`config.mk`:
```
export PLATFORM = sky130hd
export DESIGN_NAME = writeback_stage
export DESIGN_NICKNAME = d
export VERILOG_FILES = /design/src/rtl/writeback_stage.sv
export SDC_FILE = /design/constraint.sdc
export NUM_CORES = 1
export LEC_CHECK = 0
export CORE_UTILIZATION = 53
export DETAILED_ROUTE_END_ITERATION = 10
export PLACE_DENSITY = 0.85
export SLEW_MARGIN = 15
export SYNTH_ARGS = -nofsm -noshare
export SYNTH_HDL_FRONTEND = slang
export SYNTH_SLANG_ARGS = --single-unit
```
`constraint.sdc`:
```
create_clock -name clk -period 4.6 [get_ports clk]
set_input_delay 0.46 -clock clk [delete_from_list [all_inputs] [get_ports clk]]
set_output_delay 0.46 -clock clk [all_outputs]
set_load 0.005 [all_outputs]
```
`src/rtl/writeback_stage.sv`:
```
// Writeback stage: one pipeline register feeding the register-file write port, load extraction, retire counter.
// Latency: 1 cycle from acceptance to register-file write; outputs are combinational from the register.
// Backpressure: in_ready = !hold; hold freezes the register and suppresses the write until released.
module writeback_stage #(
    parameter int CNT_W = 64
) (
    input  logic             clk,
    input  logic             rst_n,
    input  logic             in_valid,
    output logic             in_ready,
    input  logic             flush,
    input  logic             hold,
    input  logic [31:0]      alu_result,
    input  logic [31:0]      load_data,
    input  logic [31:0]      pc_plus4,
    input  logic [4:0]       rd_in,
    input  logic             reg_write_in,
    input  logic [1:0]       wb_sel,
    input  logic [2:0]       funct3,
    output logic             RegWrite,
    output logic [4:0]       rd,
    output logic [31:0]      write_data,
    output logic             load_fault,
    output logic [CNT_W-1:0] retired
);

    typedef struct packed {
        logic        vld;
        logic [31:0] alu;
        logic [31:0] ld;
        logic [31:0] pc4;
        logic [4:0]  rd;
        logic        reg_write;
        logic [1:0]  wb_sel;
        logic [2:0]  funct3;
        logic [1:0]  addr_lo;
    } wb_reg_t;

    wb_reg_t wb_q;
    logic    retire_now;
    logic    misalign;
    logic [7:0]  byte_sel;
    logic [15:0] half_sel;
    logic [31:0] load_val;

    assign in_ready = !hold;

    always_ff @(posedge clk or negedge rst_n) begin
        if (!rst_n) begin
            wb_q <= '0;
        end else if (flush) begin
            wb_q.vld <= 1'b0;
        end else if (!hold) begin
            wb_q.vld       <= in_valid;
            wb_q.alu       <= alu_result;
            wb_q.ld        <= load_data;
            wb_q.pc4       <= pc_plus4;
            wb_q.rd        <= rd_in;
            wb_q.reg_write <= reg_write_in;
            wb_q.wb_sel    <= wb_sel;
            wb_q.funct3    <= funct3;
            wb_q.addr_lo   <= alu_result[1:0];
        end
    end

    always_comb begin
        byte_sel = wb_q.ld[7:0];
        case (wb_q.addr_lo)
            2'b01:   byte_sel = wb_q.ld[15:8];
            2'b10:   byte_sel = wb_q.ld[23:16];
            2'b11:   byte_sel = wb_q.ld[31:24];
            default: byte_sel = wb_q.ld[7:0];
        endcase
        half_sel = wb_q.addr_lo[1] ? wb_q.ld[31:16] : wb_q.ld[15:0];

        // Illegal widths fall through to the raw word; the write is suppressed by load_fault anyway.
        case (wb_q.funct3)
            3'b000:  load_val = {{24{byte_sel[7]}}, byte_sel};
            3'b001:  load_val = {{16{half_sel[15]}}, half_sel};
            3'b100:  load_val = {24'h0, byte_sel};
            3'b101:  load_val = {16'h0, half_sel};
            default: load_val = wb_q.ld;
        endcase

        case (wb_q.wb_sel)
            2'b01:   write_data = load_val;
            2'b10:   write_data = wb_q.pc4;
            default: write_data = wb_q.alu;
        endcase

        case (wb_q.funct3)
            3'b001, 3'b101:         misalign = wb_q.addr_lo[0];
            3'b010:                 misalign = (wb_q.addr_lo != 2'b00);
            3'b011, 3'b110, 3'b111: misalign = 1'b1;
            default:                misalign = 1'b0;
        endcase
    end

    assign load_fault = wb_q.vld && !hold && (wb_q.wb_sel == 2'b01) && misalign;
    assign RegWrite   = wb_q.vld && wb_q.reg_write && (wb_q.rd != 5'd0) && !hold && !load_fault;
    assign rd         = wb_q.rd;
    assign retire_now = wb_q.vld && !hold && !load_fault;

    always_ff @(posedge clk or negedge rst_n) begin
        if (!rst_n) begin
            retired <= '0;
        end else if (retire_now) begin
            retired <= retired + CNT_W'(1);
        end
    end

endmodule
```
# --- Word level (Yosys, flattened, before mapping) ---
# Cells that the tools add are included.
totals:
  register_bits: 174
  latchBits: 0
  mem_bits_rw: 0
  romBits: 0
  inputBits: 112
  elab_cells: 49
  memories: 0
op_classes:
  add_sub_neg: 1
  mul: 0
  div_mod_pow: 0
  order_cmp: 0
  eq_ne: 13
  n_shift: 0
  mux: 7
  bitwise_logic: 2
  reduce_logical: 16
ops:
  columns: ["op", "n"]
  rows:
  - ["one-hot mux 32 bit (4 select lines)", 1]
  - ["2-to-1 mux 110 bit", 1]
  - ["adder 64 x 1 -> 64 bit (second input constant)", 1]
  - ["one-hot mux 32 bit (2 select lines)", 1]
  - ["one-hot mux 8 bit (3 select lines)", 1]
  - ["2-to-1 mux 16 bit", 1]
  - ["== test 3 bit (second input constant)", 4]
  - ["logical AND 1 bit", 8]
  - ["== test 2 bit (second input constant)", 3]
  - ["== test 3 x 2 -> 1 bit (second input constant)", 2]
  - ["nonzero test 5 bit", 1]
  - ["== test 2 x 1 -> 1 bit (second input constant)", 2]
  - ["== test 3 x 1 -> 1 bit (second input constant)", 1]
  - ["zero test 3 bit", 1]
  - ["one-hot mux 1 bit (3 select lines)", 1]
  - ["OR reduction 3 bit", 1]
  - ["zero test 1 bit", 2]
  - ["!= test 2 bit (second input constant)", 1]
  - ["NOT 1 bit", 2]
  - ["AND reduction 2 bit", 1]
  - ["nonzero test 2 bit", 1]
  - ["OR reduction 2 bit", 1]
  - ["2-to-1 mux 1 bit", 1]

# --- Longest topological paths before layout ---
depth:
  word_depth: 6
  ltp_mapped: 8
  depth_no_buf: 6

# --- Least setup slack after synthesis ---
# OpenSTA, ideal clock, no wires.
synth_timing:
  path_type: "flip-flop to output port"
  startpoint: "register wb_q[78] (netlist name)"
  endpoint: "output write_data[16]"
  t_arrival_ns: 1.927
  required_time_ns: 4.140
  slack_ns: 2.213
  stages_incl_launch_ff: 7
  path_buffers: 2
  path_cell_list: "dfrtp_1 buf_2 mux2_2 and2_1 o21ai_1 clkbuf_1 o221ai_1"
synth_rtl:
  columns: ["element", "line", "source"]
  rows:
  - ["end, declared", "22", "output logic [31:0] write_data,"]

==> report_table.html <==
<table>
<tr><th>Metric</th><th>Value</th></tr>
<tr><th colspan="2">STA</th></tr>
<tr><td>Final worst path period share</td><td>78.44%</td></tr>
<tr><td>Time the worst path needs with I/O delays and setup</td><td>3.608 ns</td></tr>
<tr><td>RSZ-0062 raised after global routing</td><td>false</td></tr>
<tr><td>Number of failing setup endpoints in the final timing report</td><td>0</td></tr>
<tr><td>Slew HR</td><td>34.78%</td></tr>
<tr><td>Clock Skews</td><td>0.01067 ns</td></tr>
<tr><td>Smallest hold slack</td><td>0.1551 ns</td></tr>
<tr><td>Tightest Pin Transition</td><td>0.9746 ns</td></tr>
<tr><td>Max frequency</td><td>277.1 MHz</td></tr>
<tr><td>Slew Viols, Final</td><td>0</td></tr>
<tr><td>Worst-case setup margin in the final layout</td><td>0.9918 ns</td></tr>
<tr><td>Hold Fails Final Rpt</td><td>0</td></tr>
<tr><td>Setup TNS</td><td>0 ns</td></tr>
<tr><th colspan="2">Critical path</th></tr>
<tr><td>Reg2Reg Setup Slack</td><td>1.87 ns</td></tr>
<tr><td>Worst-case reg-to-reg path depth</td><td>5</td></tr>
<tr><td>Origin of the critical flop-to-flop path</td><td>wb_q[78]</td></tr>
<tr><td>Endpoint class of the critical path</td><td>primary output</td></tr>
<tr><td>Kind of critical path</td><td>reg -&gt; out</td></tr>
<tr><td>Crit Path Max Fanout</td><td>21</td></tr>
<tr><td>Critical Path RT</td><td>4.14 ns</td></tr>
<tr><td>Type of origin of the critical path</td><td>flip-flop</td></tr>
<tr><td>Endpoint of the worst register-to-register path</td><td>retired[63]</td></tr>
<tr><td>Arrival time at the worst endpoint</td><td>3.15 ns</td></tr>
<tr><th colspan="2">Power</th></tr>
<tr><td>Portion of total power attributed to sequential cells</td><td>43.6%</td></tr>
<tr><td>Comb pwr share</td><td>22.0%</td></tr>
<tr><td>Proportion of total power due to net switching</td><td>27.69%</td></tr>
<tr><td>Leakage dissipation</td><td>0.004623 µW</td></tr>
<tr><td>Peak ir drop on the vdd network</td><td>0.3041 mV</td></tr>
<tr><td>Power density over the cells</td><td>369.5 nW/µm²</td></tr>
<tr><td>Net Sw Power</td><td>1150 µW</td></tr>
<tr><td>Clock power share</td><td>34.4%</td></tr>
<tr><td>Total internal power</td><td>3003 µW</td></tr>
<tr><td>Sum of internal, switching and leakage power</td><td>4153 µW</td></tr>
<tr><th colspan="2">Route</th></tr>
<tr><td>Detailed-route DRC error count</td><td>0</td></tr>
<tr><td>Detailed-route vias per instance</td><td>5.726</td></tr>
<tr><td>WL/cell</td><td>19.19 µm</td></tr>
<tr><td>Number of violations reported at the end of detailed-routing iteration 0</td><td>439</td></tr>
<tr><td>Aggregate routed wire length</td><td>22.25 mm</td></tr>
<tr><td>Routed Antenna Nets</td><td>0</td></tr>
<tr><td>Count of vias placed by the detailed router</td><td>6637</td></tr>
<tr><td>Pre-Repair DR Iteration Count</td><td>5</td></tr>
<tr><th colspan="2">Floorplanning</th></tr>
<tr><td>Top-level I/O count</td><td>216</td></tr>
<tr><td>Total Die Area</td><td>16240 µm²</td></tr>
<tr><td>Row count</td><td>45</td></tr>
<tr><td>Initial core utilization</td><td>54.65%</td></tr>
<tr><td>Area of the placeable core</td><td>15260 µm²</td></tr>
<tr><td>Chip Width</td><td>127.4 µm</td></tr>
<tr><td>Die Y</td><td>127.4 µm</td></tr>
<tr><th colspan="2">Clock network</th></tr>
<tr><td>Skew-Pair Late Insertion Delay</td><td>0.43 ns</td></tr>
<tr><td>Clock-pin slew on the worst setup and hold paths</td><td>0.06 ns</td></tr>
<tr><td>Post-CTS sizing</td><td>0</td></tr>
<tr><td>Cts bufs inserted</td><td>17</td></tr>
<tr><td>CTS H-tree lvls</td><td>4</td></tr>
<tr><td>Clock tree from TritonCTS</td><td>built</td></tr>
<tr><td>Number of setup buffers added after CTS</td><td>0</td></tr>
<tr><td>Longest Clk Path Bufs</td><td>2</td></tr>
<tr><td>Hold-fix buffer count after cts</td><td>0</td></tr>
<tr><td>Clock root buffer</td><td>clkbuf_16</td></tr>
<tr><td>Number of sinks on the clock net</td><td>172</td></tr>
<tr><th colspan="2">Synthesis</th></tr>
<tr><td>Async SR Flop Fraction</td><td>100.0%</td></tr>
<tr><td>Net count after synthesis</td><td>850</td></tr>
<tr><td>Sequential share of the synthesized area</td><td>51.61%</td></tr>
<tr><td>Cell accounting for the most synthesized area</td><td>dfrtp_1</td></tr>
<tr><td>Yosys warnings</td><td>0</td></tr>
<tr><td>Synth unique cells</td><td>46</td></tr>
<tr><td>EDFF count, synth</td><td>0</td></tr>
<tr><td>Number of standard cells after synthesis</td><td>735</td></tr>
<tr><td>Synthesized area</td><td>8339 µm²</td></tr>
<tr><td>Register bit total from synthesis</td><td>172</td></tr>
<tr><td>Average cell area after synthesis</td><td>11.35 µm²</td></tr>
<tr><td>Main synth FF type</td><td>dfrtp_1</td></tr>
<tr><td>Top area cells in the synthesized netlist</td><td>dfrtp_1 52%, mux2_2 14%, o221ai_1 3.4%, xnor2_1 3.4%, nand2_1 3.3%</td></tr>
<tr><td>Portion of synthesized cell area occupied by the leading cell type</td><td>51.61%</td></tr>
<tr><th colspan="2">Min path</th></tr>
<tr><td>Type of the worst min-delay path</td><td>in -&gt; async</td></tr>
<tr><th colspan="2">Layout</th></tr>
<tr><td>Count of nets after finishing</td><td>1050</td></tr>
<tr><td>Layout Utilization</td><td>73.66%</td></tr>
<tr><td>Fill cell total of the finished layout</td><td>1040</td></tr>
<tr><td>Share of post-route cells with drive strength above 1</td><td>17.11%</td></tr>
<tr><td>Area growth, synth to finish</td><td>34.78%</td></tr>
<tr><th colspan="2">Placement</th></tr>
<tr><td>Buffers on Ports</td><td>215</td></tr>
<tr><td>HPWL after detailed placement</td><td>15.99 mm</td></tr>
<tr><td>GP Congestion</td><td>0.8858</td></tr>
<tr><td>Pre-CTS worst setup slack</td><td>1.451 ns</td></tr>
<tr><th colspan="2">Global routing</th></tr>
<tr><td>Total global routing track utilization</td><td>28.36%</td></tr>
<tr><td>Initial antenna violation count</td><td>1</td></tr>
<tr><td>First-pass GRT wire length</td><td>35.06 mm</td></tr>
<tr><td>Largest net degree at the start of global routing</td><td>101</td></tr>
<tr><td>Vias in the first global route</td><td>6687</td></tr>
<tr><td>Remaining Overflow, GRT</td><td>0</td></tr>
<tr><th colspan="2">Flow run</th></tr>
<tr><td># Max-Cap Violations</td><td>0</td></tr>
<tr><th colspan="2">Outcome</th></tr>
<tr><td>Status</td><td>completed</td></tr>
</table>
==> worst max-delay path: stages (launching register included) <==
cell,delay [ns]
dfrtp_1,0.80
mux4_2,0.58
nand2_1,0.09
nand2_1,0.18
o21ai_1,0.18
buf_4,0.24
o221ai_1,0.16
clkdlybuf4s50_1,0.48
==> area by class of cell <==
type / instances / area, µm² / area share, %
multi-input combinational: 509 / 3811 / 33.91
clock inverter: 12 / 140.1 / 1.247
tap: 211 / 264.0 / 2.349
inverter: 11 / 41.29 / 0.3674
timing repair buffer: 224 / 2233 / 19.87
clock buffer: 19 / 442.9 / 3.941
antenna: 1 / 2.502 / 0.02226
sequential: 172 / 4304 / 38.29
==> logic make-up after synthesis <==
logic type	Yosys count	synth area share, %
buffers and inverters	54	2.806
and+or+nand+nor	241	15.93
AOI/OAI and AO/OA	86	6.902
muxes	116	15.68
DFF	172	51.61
xor gates and xnor gates	63	6.617
adders and majority gates	3	0.4502
==> power by group through the flow <==
| stage | logic, µW | registers, µW | clock network [µW] |
|---|---|---|---|
| global route | 992 | 1830 | 1500 |
| detailed placement | 911 | 1830 | 0 |
| CTS | 919 | 1810 | 1450 |
| floorplan | 482 | 1780 | 0 |
| finish | 914 | 1810 | 1430 |
| global placement | 895 | 1830 | 0 |
==> registers in the layout, summed over array words and instances, names as in the netlist <==
| register | cells |
|---|---|
| rd | 5 |
| wb_q | 103 |
| retired | 64 |
==> cell usage after synthesis (all sizes together) (8+ instances only) <==
master  count
xnor2      32
nand4      30
buf        11
nor4       20
nand2      74
dfrtp     172
mux2      107
clkbuf     32
mux2i       8
a21oi      39
o221ai     32
nor3       18
nor2       23
inv        10
xor2       31
nand3      28
nor2b      17
==> worst max-delay path by stage <==
| stage | from | end | slack, ns | cells past startpoint |
|---|---|---|---|---|
| after floorplan | wb_q[78] | write_data[16] | 2.21 | 6 |
| after global placement | wb_q[78] | write_data[23] | 1.51 | 7 |
| after detailed placement | wb_q[78] | write_data[19] | 1.45 | 7 |
| after CTS | wb_q[78] | write_data[21] | 0.97 | 7 |
| after global routing | wb_q[78] | write_data[21] | 0.73 | 7 |
| final | wb_q[78] | write_data[22] | 0.99 | 7 |
==> metal layers <==
layer  track usage, %  part of all wire [%]  vias up
li1                 -                     -     3063
met1            35.31                    41     3252
met2            46.22                    49      275
met3            8.082                   7.3       47
met4            12.39                   3.1        0
met5                0                     0        -
==> layout by cell type, fill, tap and decap left out, types with 8 or more instances in the layout <==
cell type,Yosys,routed
a21oi_1,39,39
nor2b_1,17,17
clkdlybuf4s50_1,0,214
xnor2_1,32,32
nand3_1,28,28
mux2_2,107,107
xor2_1,31,31
nor3_1,18,18
clkbuf_16,0,17
dfrtp_1,172,172
buf_4,5,8
nor4_1,14,14
nand2_1,74,74
nor2_1,23,22
o221ai_1,32,32
mux2i_1,8,8
nand4_1,28,28
inv_1,10,10
==> metrics by stage <==
step / instances / cell area [µm²]
after floorplan: 735 / 8339
after global placement: 1127 / 10650
after detailed placement: 1127 / 10650
after CTS: 1158 / 11240
after global routing: 1159 / 11240
final: 1159 / 11240
Note: power is estimated with default switching activity, not from simulation.
